==> config.mk <==
export PLATFORM = sky130hd
export DESIGN_NAME = tl_cmd_parser
export DESIGN_NICKNAME = d
export VERILOG_FILES = /design/src/rtl/tl_pkg.sv /design/src/rtl/tl_cmd_parser.sv
export SDC_FILE = /design/constraint.sdc
export NUM_CORES = 1
export LEC_CHECK = 0
export ABC_AREA = 1
export CAP_MARGIN = 0
export CELL_PAD_IN_SITES_DETAIL_PLACEMENT = 1
export CELL_PAD_IN_SITES_GLOBAL_PLACEMENT = 1
export CORE_ASPECT_RATIO = 0.7
export CORE_MARGIN = 1.5
export CORE_UTILIZATION = 39
export CTS_CLUSTER_SIZE = 20
export DETAILED_ROUTE_END_ITERATION = 8
export GPL_ROUTABILITY_DRIVEN = 0
export PLACE_DENSITY_LB_ADDON = 0.1
export SYNTH_ARGS = -nofsm -noshare
export SYNTH_HDL_FRONTEND = slang
export SYNTH_SLANG_ARGS = --single-unit
==> constraint.sdc <==
create_clock -name clk_i -period 1.9 [get_ports clk_i]
set_clock_uncertainty 0.05 [all_clocks]
set_input_delay 0.285 -clock clk_i [delete_from_list [all_inputs] [get_ports clk_i]]
set_output_delay 0.285 -clock clk_i [all_outputs]
set_load 0.005 [all_outputs]
==> src/rtl/tl_pkg.sv <==
// Shared definitions for the traffic-light command link: command types,
// default frame sync pattern and the parser state encoding.
package tl_pkg;

    typedef enum logic [2:0] {
        CMD_ON           = 3'd0,
        CMD_OFF          = 3'd1,
        CMD_UNCONTROLLED = 3'd2,
        CMD_GREEN_TIME   = 3'd3,
        CMD_RED_TIME     = 3'd4,
        CMD_YELLOW_TIME  = 3'd5
    } cmd_type_e;

    localparam logic [4:0] SYNC_HDR_DEFAULT = 5'b10101;

    typedef enum logic [1:0] {
        ST_IDLE,
        ST_DATA_HI,
        ST_DATA_LO,
        ST_EMIT
    } parser_state_e;

    // Duration commands carry a 16-bit payload; switch commands carry none.
    function automatic logic has_payload(input logic [2:0] t);
        return (t >= CMD_GREEN_TIME) && (t <= CMD_YELLOW_TIME);
    endfunction

    function automatic logic is_legal_type(input logic [2:0] t);
        return t <= CMD_YELLOW_TIME;
    endfunction

endpackage

==> src/rtl/tl_cmd_parser.sv <==
// Byte-stream frame parser for traffic-light commands: header {sync, type},
// optional two payload bytes (MSB first), inter-byte timeout and error strobe.
module tl_cmd_parser
    import tl_pkg::*;
#(
    parameter int unsigned TIMEOUT_CLK = 1000,
    parameter logic [4:0]  SYNC_HDR    = SYNC_HDR_DEFAULT
) (
    input  logic        clk_i,
    input  logic        srst_i,
    input  logic [7:0]  byte_data_i,
    input  logic        byte_valid_i,
    output logic        byte_ready_o,
    output logic [2:0]  cmd_type_o,
    output logic [15:0] cmd_data_o,
    output logic        cmd_valid_o,
    output logic        err_o
);

    localparam int unsigned      CNT_W    = $clog2(TIMEOUT_CLK + 1);
    localparam logic [CNT_W-1:0] CNT_LAST = CNT_W'(TIMEOUT_CLK - 1);
    localparam logic [CNT_W-1:0] CNT_MAX  = '1;

    parser_state_e    state_q, state_d;
    logic [CNT_W-1:0] cnt_q, cnt_d;
    logic [2:0]       pend_type_q, pend_type_d;
    logic [2:0]       cmd_type_q, cmd_type_d;
    logic [15:0]      cmd_data_q, cmd_data_d;
    logic             cmd_valid_q, cmd_valid_d;
    logic             err_q, err_d;
    logic             ready_q, ready_d;

    logic       xfer;
    logic       sync_ok;
    logic [2:0] hdr_type;
    logic       expired;

    assign xfer     = byte_valid_i & ready_q;
    assign sync_ok  = (byte_data_i[7:3] == SYNC_HDR);
    assign hdr_type = byte_data_i[2:0];
    assign expired  = (cnt_q == CNT_LAST) & ~xfer;

    always_comb begin
        // NOTE: every variable gets a default before the case so no path
        // leaves one unassigned, which would otherwise infer a latch.
        state_d     = state_q;
        cnt_d       = cnt_q;
        pend_type_d = pend_type_q;
        cmd_type_d  = cmd_type_q;
        cmd_data_d  = cmd_data_q;
        err_d       = 1'b0;

        unique case (state_q)
            ST_IDLE: begin
                cnt_d = '0;
                if (xfer) begin
                    if (!sync_ok || !is_legal_type(hdr_type)) begin
                        err_d = 1'b1;
                    end else if (has_payload(hdr_type)) begin
                        pend_type_d = hdr_type;
                        state_d     = ST_DATA_HI;
                    end else begin
                        cmd_type_d = hdr_type;
                        cmd_data_d = 16'h0000;
                        state_d    = ST_EMIT;
                    end
                end
            end

            ST_DATA_HI, ST_DATA_LO: begin
                if (xfer) begin
                    cnt_d = '0;
                    if (state_q == ST_DATA_HI) begin
                        cmd_data_d[15:8] = byte_data_i;
                        state_d          = ST_DATA_LO;
                    end else if ({cmd_data_q[15:8], byte_data_i} == 16'h0000) begin
                        // A zero duration would stall the light controller.
                        err_d   = 1'b1;
                        state_d = ST_IDLE;
                    end else begin
                        cmd_data_d[7:0] = byte_data_i;
                        cmd_type_d      = pend_type_q;
                        state_d         = ST_EMIT;
                    end
                end else if (expired) begin
                    err_d   = 1'b1;
                    cnt_d   = '0;
                    state_d = ST_IDLE;
                end else if (cnt_q != CNT_MAX) begin
                    cnt_d = cnt_q + 1'b1;
                end
            end

            ST_EMIT: begin
                cnt_d   = '0;
                state_d = ST_IDLE;
            end

            default: begin
                cnt_d   = '0;
                state_d = ST_IDLE;
            end
        endcase

        // Strobes and ready are registered from the next state so they line
        // up with the state they describe.
        cmd_valid_d = (state_d == ST_EMIT);
        ready_d     = (state_d != ST_EMIT);
    end

    always_ff @(posedge clk_i or posedge srst_i) begin
        if (srst_i) begin
            state_q     <= ST_IDLE;
            cnt_q       <= '0;
            pend_type_q <= 3'd0;
            cmd_type_q  <= 3'd0;
            cmd_data_q  <= 16'h0000;
            cmd_valid_q <= 1'b0;
            err_q       <= 1'b0;
            ready_q     <= 1'b1;
        end else begin
            // NOTE: non-blocking assignments so every flop samples the
            // pre-edge values regardless of statement order.
            state_q     <= state_d;
            cnt_q       <= cnt_d;
            pend_type_q <= pend_type_d;
            cmd_type_q  <= cmd_type_d;
            cmd_data_q  <= cmd_data_d;
            cmd_valid_q <= cmd_valid_d;
            err_q       <= err_d;
            ready_q     <= ready_d;
        end
    end

    assign byte_ready_o = ready_q;
    assign cmd_type_o   = cmd_type_q;
    assign cmd_data_o   = cmd_data_q;
    assign cmd_valid_o  = cmd_valid_q;
    assign err_o        = err_q;

endmodule

# Word level (Yosys, flattened, before mapping)
# Index checks and enable logic that the tools add are counted.
word_totals:
  input_bits: 11
  wordCells: 78
  regBits: 37
classes:
  n_mux: 34
  magnitude_cmp: 2
  eq_ne: 16
  n_reduce_logical: 12
  bitwise: 4
  addsub: 1
ops:
  columns: ["cell", "count"]
  rows:
  - ["$mux 16", 4]
  - ["$pmux 16 s2", 1]
  - ["$mux 10", 3]
  - ["$mux 8", 3]
  - ["$pmux 10 s2", 1]
  - ["$mux 3", 6]
  - ["$logic_not 16->1", 1]
  - ["$ne 2x2->1 const B", 8]
  - ["$mux 2", 7]
  - ["$add 10x1->10 const B", 1]
  - ["$eq 10x10->1 const B", 1]
  - ["$ne 10x10->1 const B", 1]
  - ["$reduce_and 7->1", 1]
  - ["$eq 2x2->1 const B", 3]
  - ["$mux 1", 6]
  - ["$pmux 2 s3", 1]
  - ["$pmux 3 s2", 1]
  - ["$reduce_and 6->1", 1]
  - ["$eq 5x5->1 const B", 1]
  - ["$ne 4x4->1 const B", 1]
  - ["$reduce_and 4->1", 1]
  - ["$reduce_or 2->1", 2]
  - ["$ge 3x2->1 const B", 1]
  - ["$le 3x3->1 const B", 1]
  - ["9 further kinds", 12]

# Depth between registers and ports, before layout
# Gate-level depths: netlist of the first run.
depth:
  depth_word: 7
  ltp_mapped: 11
  ltp_nobuf: 10

# Worst setup path before layout of the first run
# OpenSTA, ideal clock, no wires.
synth_path:
  path_type: "reg2reg"
  from: "reg state_q[0]"
  to: "reg cmd_data_q[15], in the netlist cmd_data_o[15]"
  setup_slack_ns: 0.315
  setup_ns: 0.119
  arrival_time_ns: 1.416
  n_path_buf: 1
  stages_incl_launch_ff: 11
  cell_sequence: "dfrtp_1 > inv_1 > ha_1 > inv_2 > nand2_1 > inv_1 > nor2_8 > nand3_4 > buf_6 > nand2_1 > o21ai_2"
synth_via:
  elab_chain_len: 4
  elab_cells_between_ends: 12
synth_lines:
  columns: ["element", "line_no", "text"]
  rows:
  - ["start: declaration", "tl_cmd_parser.sv:24", "parser_state_e state_q, state_d;"]
  - ["start signal: assignment", "tl_cmd_parser.sv:124", "state_q <= state_d;"]
  - ["$eq 2x1->1 or $eq 2x2->1 (tied branches)", "tl_cmd_parser.sv:53, tl_cmd_parser.sv:73", null]
  - ["$reduce_or 2->1", "tl_cmd_parser.sv:53", "unique case (state_q)"]
  - ["$ne 2x2->1 (no source line) or $reduce_bool 2->1 (tied branches)", null, null]
  - ["$reduce_and 6->1 (no source line)", null, null]
  - ["end signal: assignment", "tl_cmd_parser.sv:128", "cmd_data_q <= cmd_data_d;"]
  - ["end: declaration", "tl_cmd_parser.sv:28", "logic [15:0] cmd_data_q, cmd_data_d;"]
# Several ways; a longest one is shown, not always the timed one.
# A chain may end at the register's enable or synchronous reset.

# Worst setup path after layout of the first run
layout_path:
  from: "reg state_q[0]"
  to: "reg cnt_q[0]"
layout_via:
  elab_chain_len: 3
  elab_cells_between_ends: 8
layout_lines:
  columns: ["element", "line_no", "text"]
  rows:
  - ["$eq 2x1->1 (tied with other cells)", "tl_cmd_parser.sv:53", null]
  - ["$reduce_or 2->1, on equally long branches", null, null]
  - ["$ne 4x4->1 (no source line) or $pmux 10 s2 (tied branches)", null, null]
  - ["end signal: assignment", "tl_cmd_parser.sv:125", "cnt_q <= cnt_d;"]
  - ["end: declaration", "tl_cmd_parser.sv:25", "logic [CNT_W-1:0] cnt_q, cnt_d;"]
# Several ways; a longest one is shown, not always the timed one.

==> reports/metrics.cfg, run 1 <==
[status]
outcome = completed

[timing]
fin_ws_ps = 129
drv_slew = 0
worst_pin_slew_ps = 336
final-setup-viol-count = 0
period_needed_ps = 1770
finalHoldViolations = 0
fmax_mhz = 565
holdWs_ps = 195
period_share_pct = 93.2
worst_slew_margin_rel_pct = 77.6

[drt]
first_pass_iters = 4
dr.first_iter.drc_count = 70
wl_per_cell_um = 14.5
ant_nets = 0
routed_wl_um = 5340
vias = 1815
routed_via_density = 4.95
remaining_drc_errors = 0

[yosys]
yosys-top-cells-area = dfrtp_1, nand2_1, o21ai_2
ys_seq_area_share_pct = 45.5
yosys.area.top_type_share_pct = 44.2
synthesis.area_um2 = 2040
synth_fp_nets = 262
yosysUniqueCellTypes = 26
yosys_warnings = 0
yosysTopAreaCell = dfrtp_1
synth.ff_latch_count = 37
synth_area_per_cell_um2 = 8.25
netlist_instances = 247

[worst_setup_path]
critPathTopFamily = simple AND/OR/NAND/NOR gates
reg2reg_from = state_q[0]$_DFF_PP0_
worstReg2RegEnd = cnt_q[0]$_DFFE_PP0P_
cp.arrival_ps = 1900
worstSetupPathType = reg -> reg
worst-path-buf-inv = 3
cp-end-kind = register
crit_slowest_cell = dfrtp_1
crit_fanout = 6
rr_worst_depth = 9
cp.required_ps = 2030
r2r_setup_slack_ps = 130
max_stage_delay_ps = 400
path_cells = inv_1, ha_4, inv_2, nor3_2, nand3_2, nor2_4, inv_2, nand2_1, nand2_1
start_kind = register

[global_route]
grt_antenna_before_repair = 0
grt_pass1_vias = 1871
track_usage_pct = 21.6
grt_pass1_wl_um = 9150
grt_max_degree = 23
overflow = 0

[floorplan]
die_y_um = 63.5
die_w_um = 89.4
die-area_um2 = 5670
ios = 33
fp-row-count = 21
coreArea_um2 = 4910
start_util_pct = 41.5

[finish]
final_common_cell = nand2_1
syn2layout_area_growth_pct = 32.2
final_cell_mix = nand2_1, dfrtp_1, clkdlybuf4s50_1
drive_gt1_share_pct = 22.8
diodes = 0
nets = 312

[clocking]
clock_sink_count = 37
cts_made_buffers = 5
htree_num_levels = 2
cts.hold.buffers_added = 0
cts.path.max_buffers = 2
insertion_delay_ps = 300
clkSlewWorstSetupHoldPaths_ps = 80
clockRootBuffer = clkbuf_8
cts_tree = built

[min_path]
hold_class = in -> async

[placement]
place_ws_ps = -28.5
post-dp-hpwl_um = 4030
port_buffers = 32

[flow_run]
maxCapViolCount = 0

[power_and_ir_drop]
p_leak_uw = 0.00128
peakVddDrop_mv = 0.849
p_per_area_nw_per_um2 = 1250

[timing repair]
action                     CTS  global route
resized for setup            1             6
gates cloned                 0             1
buffers inserted             2             3
setup endpoints to repair    3            15
pin swaps                    2             3
[cells by family after synthesis]
logic type,after synthesis,share of synthesized area [%]
simple gates,130,29.7
compound gates,40,14.2
flops,37,45.5
buf+inv,35,7.68
fa+ha+maj,4,2.46
xor+xnor,1,0.430
[per-stage QoR]
stage / util (%) / TNS (ps) / power [uW] / cell area (um2) / cells
5_1_grt: 54.8 / -13.3 / 3610 / 2690 / 367
3_3_place_gp: 50.6 / 0 / 2540 / 2490 / 353
4_1_cts: 53.6 / 0 / 3350 / 2630 / 363
2_1_floorplan: - / 0 / 1970 / 2040 / 247
3_5_place_dp: 50.6 / -317 / 2570 / 2490 / 353
6_report: 54.8 / 0 / 3370 / 2690 / 367
[state kept, by name, summed over array words and instances (netlist names)]
| name | flops |
|---|---|
| cmd_valid_o | 1 |
| cmd_type_o | 3 |
| pend_type_q | 3 |
| cmd_data_o | 16 |
| err_o | 1 |
| state_q | 2 |
| cnt_q | 10 |
| byte_ready_o | 1 |
[worst max-delay path by stage]
stage	endpoint	slack [ps]	cells past startpoint	startpoint
global route	cnt_q[0]$_DFFE_PP0P_	-10	9	state_q[0]$_DFF_PP0_
detailed placement	cmd_data_o[12]$_DFFE_PP0P_	-30	11	byte_data_i[2]
finish	cnt_q[0]$_DFFE_PP0P_	130	9	state_q[0]$_DFF_PP0_
CTS	cnt_q[0]$_DFFE_PP0P_	40	9	state_q[0]$_DFF_PP0_
global placement	cmd_data_o[0]$_DFFE_PP0P_	5	12	byte_data_i[1]
floorplan	cmd_data_o[15]$_DFFE_PP0P_	320	10	state_q[0]$_DFF_PP0_
[layer usage]
layer	share of wire (%)	routed length, um	up-vias	GRT usage [%]
met2	43	2320	32	31.4
li1	-	-	893	-
met3	3.2	169	7	4.98
met1	52	2790	883	31.7
met4	1.0	56	0	6.54
met5	0	0	-	0
[where the power goes]
part           leakage, uW  switching (uW)  internal, uW
sequential        0.000496             135           998
combinational     0.000724             815           699
clock            0.0000585             297           428
[synthesized netlist by cell type, drive strengths merged]
| cell type | n |
|---|---|
| o21ai | 24 |
| nand4 | 4 |
| xor2 | 1 |
| nor3 | 4 |
| ha | 4 |
| a21oi | 9 |
| nor3b | 1 |
| nor2 | 32 |
| o21bai | 1 |
| buf | 5 |
| o21a | 6 |
| dfrtp | 36 |
| nand3 | 16 |
| nand2 | 73 |
| inv | 30 |
| dfstp | 1 |
[cell type report]
cell class / instances / area (um2)
Fill cell: 595 / 2220
Multi-Input combinational cell: 176 / 1000
Sequential cell: 37 / 927
Timing Repair Buffer: 47 / 445
Inverter: 30 / 113
Clock buffer: 7 / 86.3
Tap cell: 69 / 86.3
Clock inverter: 1 / 30.0
No activity file was read; power rests on OpenSTA's default activity.
==> run 2: changes to the inputs <==
Settings changed: SLEW_MARGIN set to 20.
==> results of run 2 <==
Same layout as run 1: the final DEF is identical, and so are final timing and power.
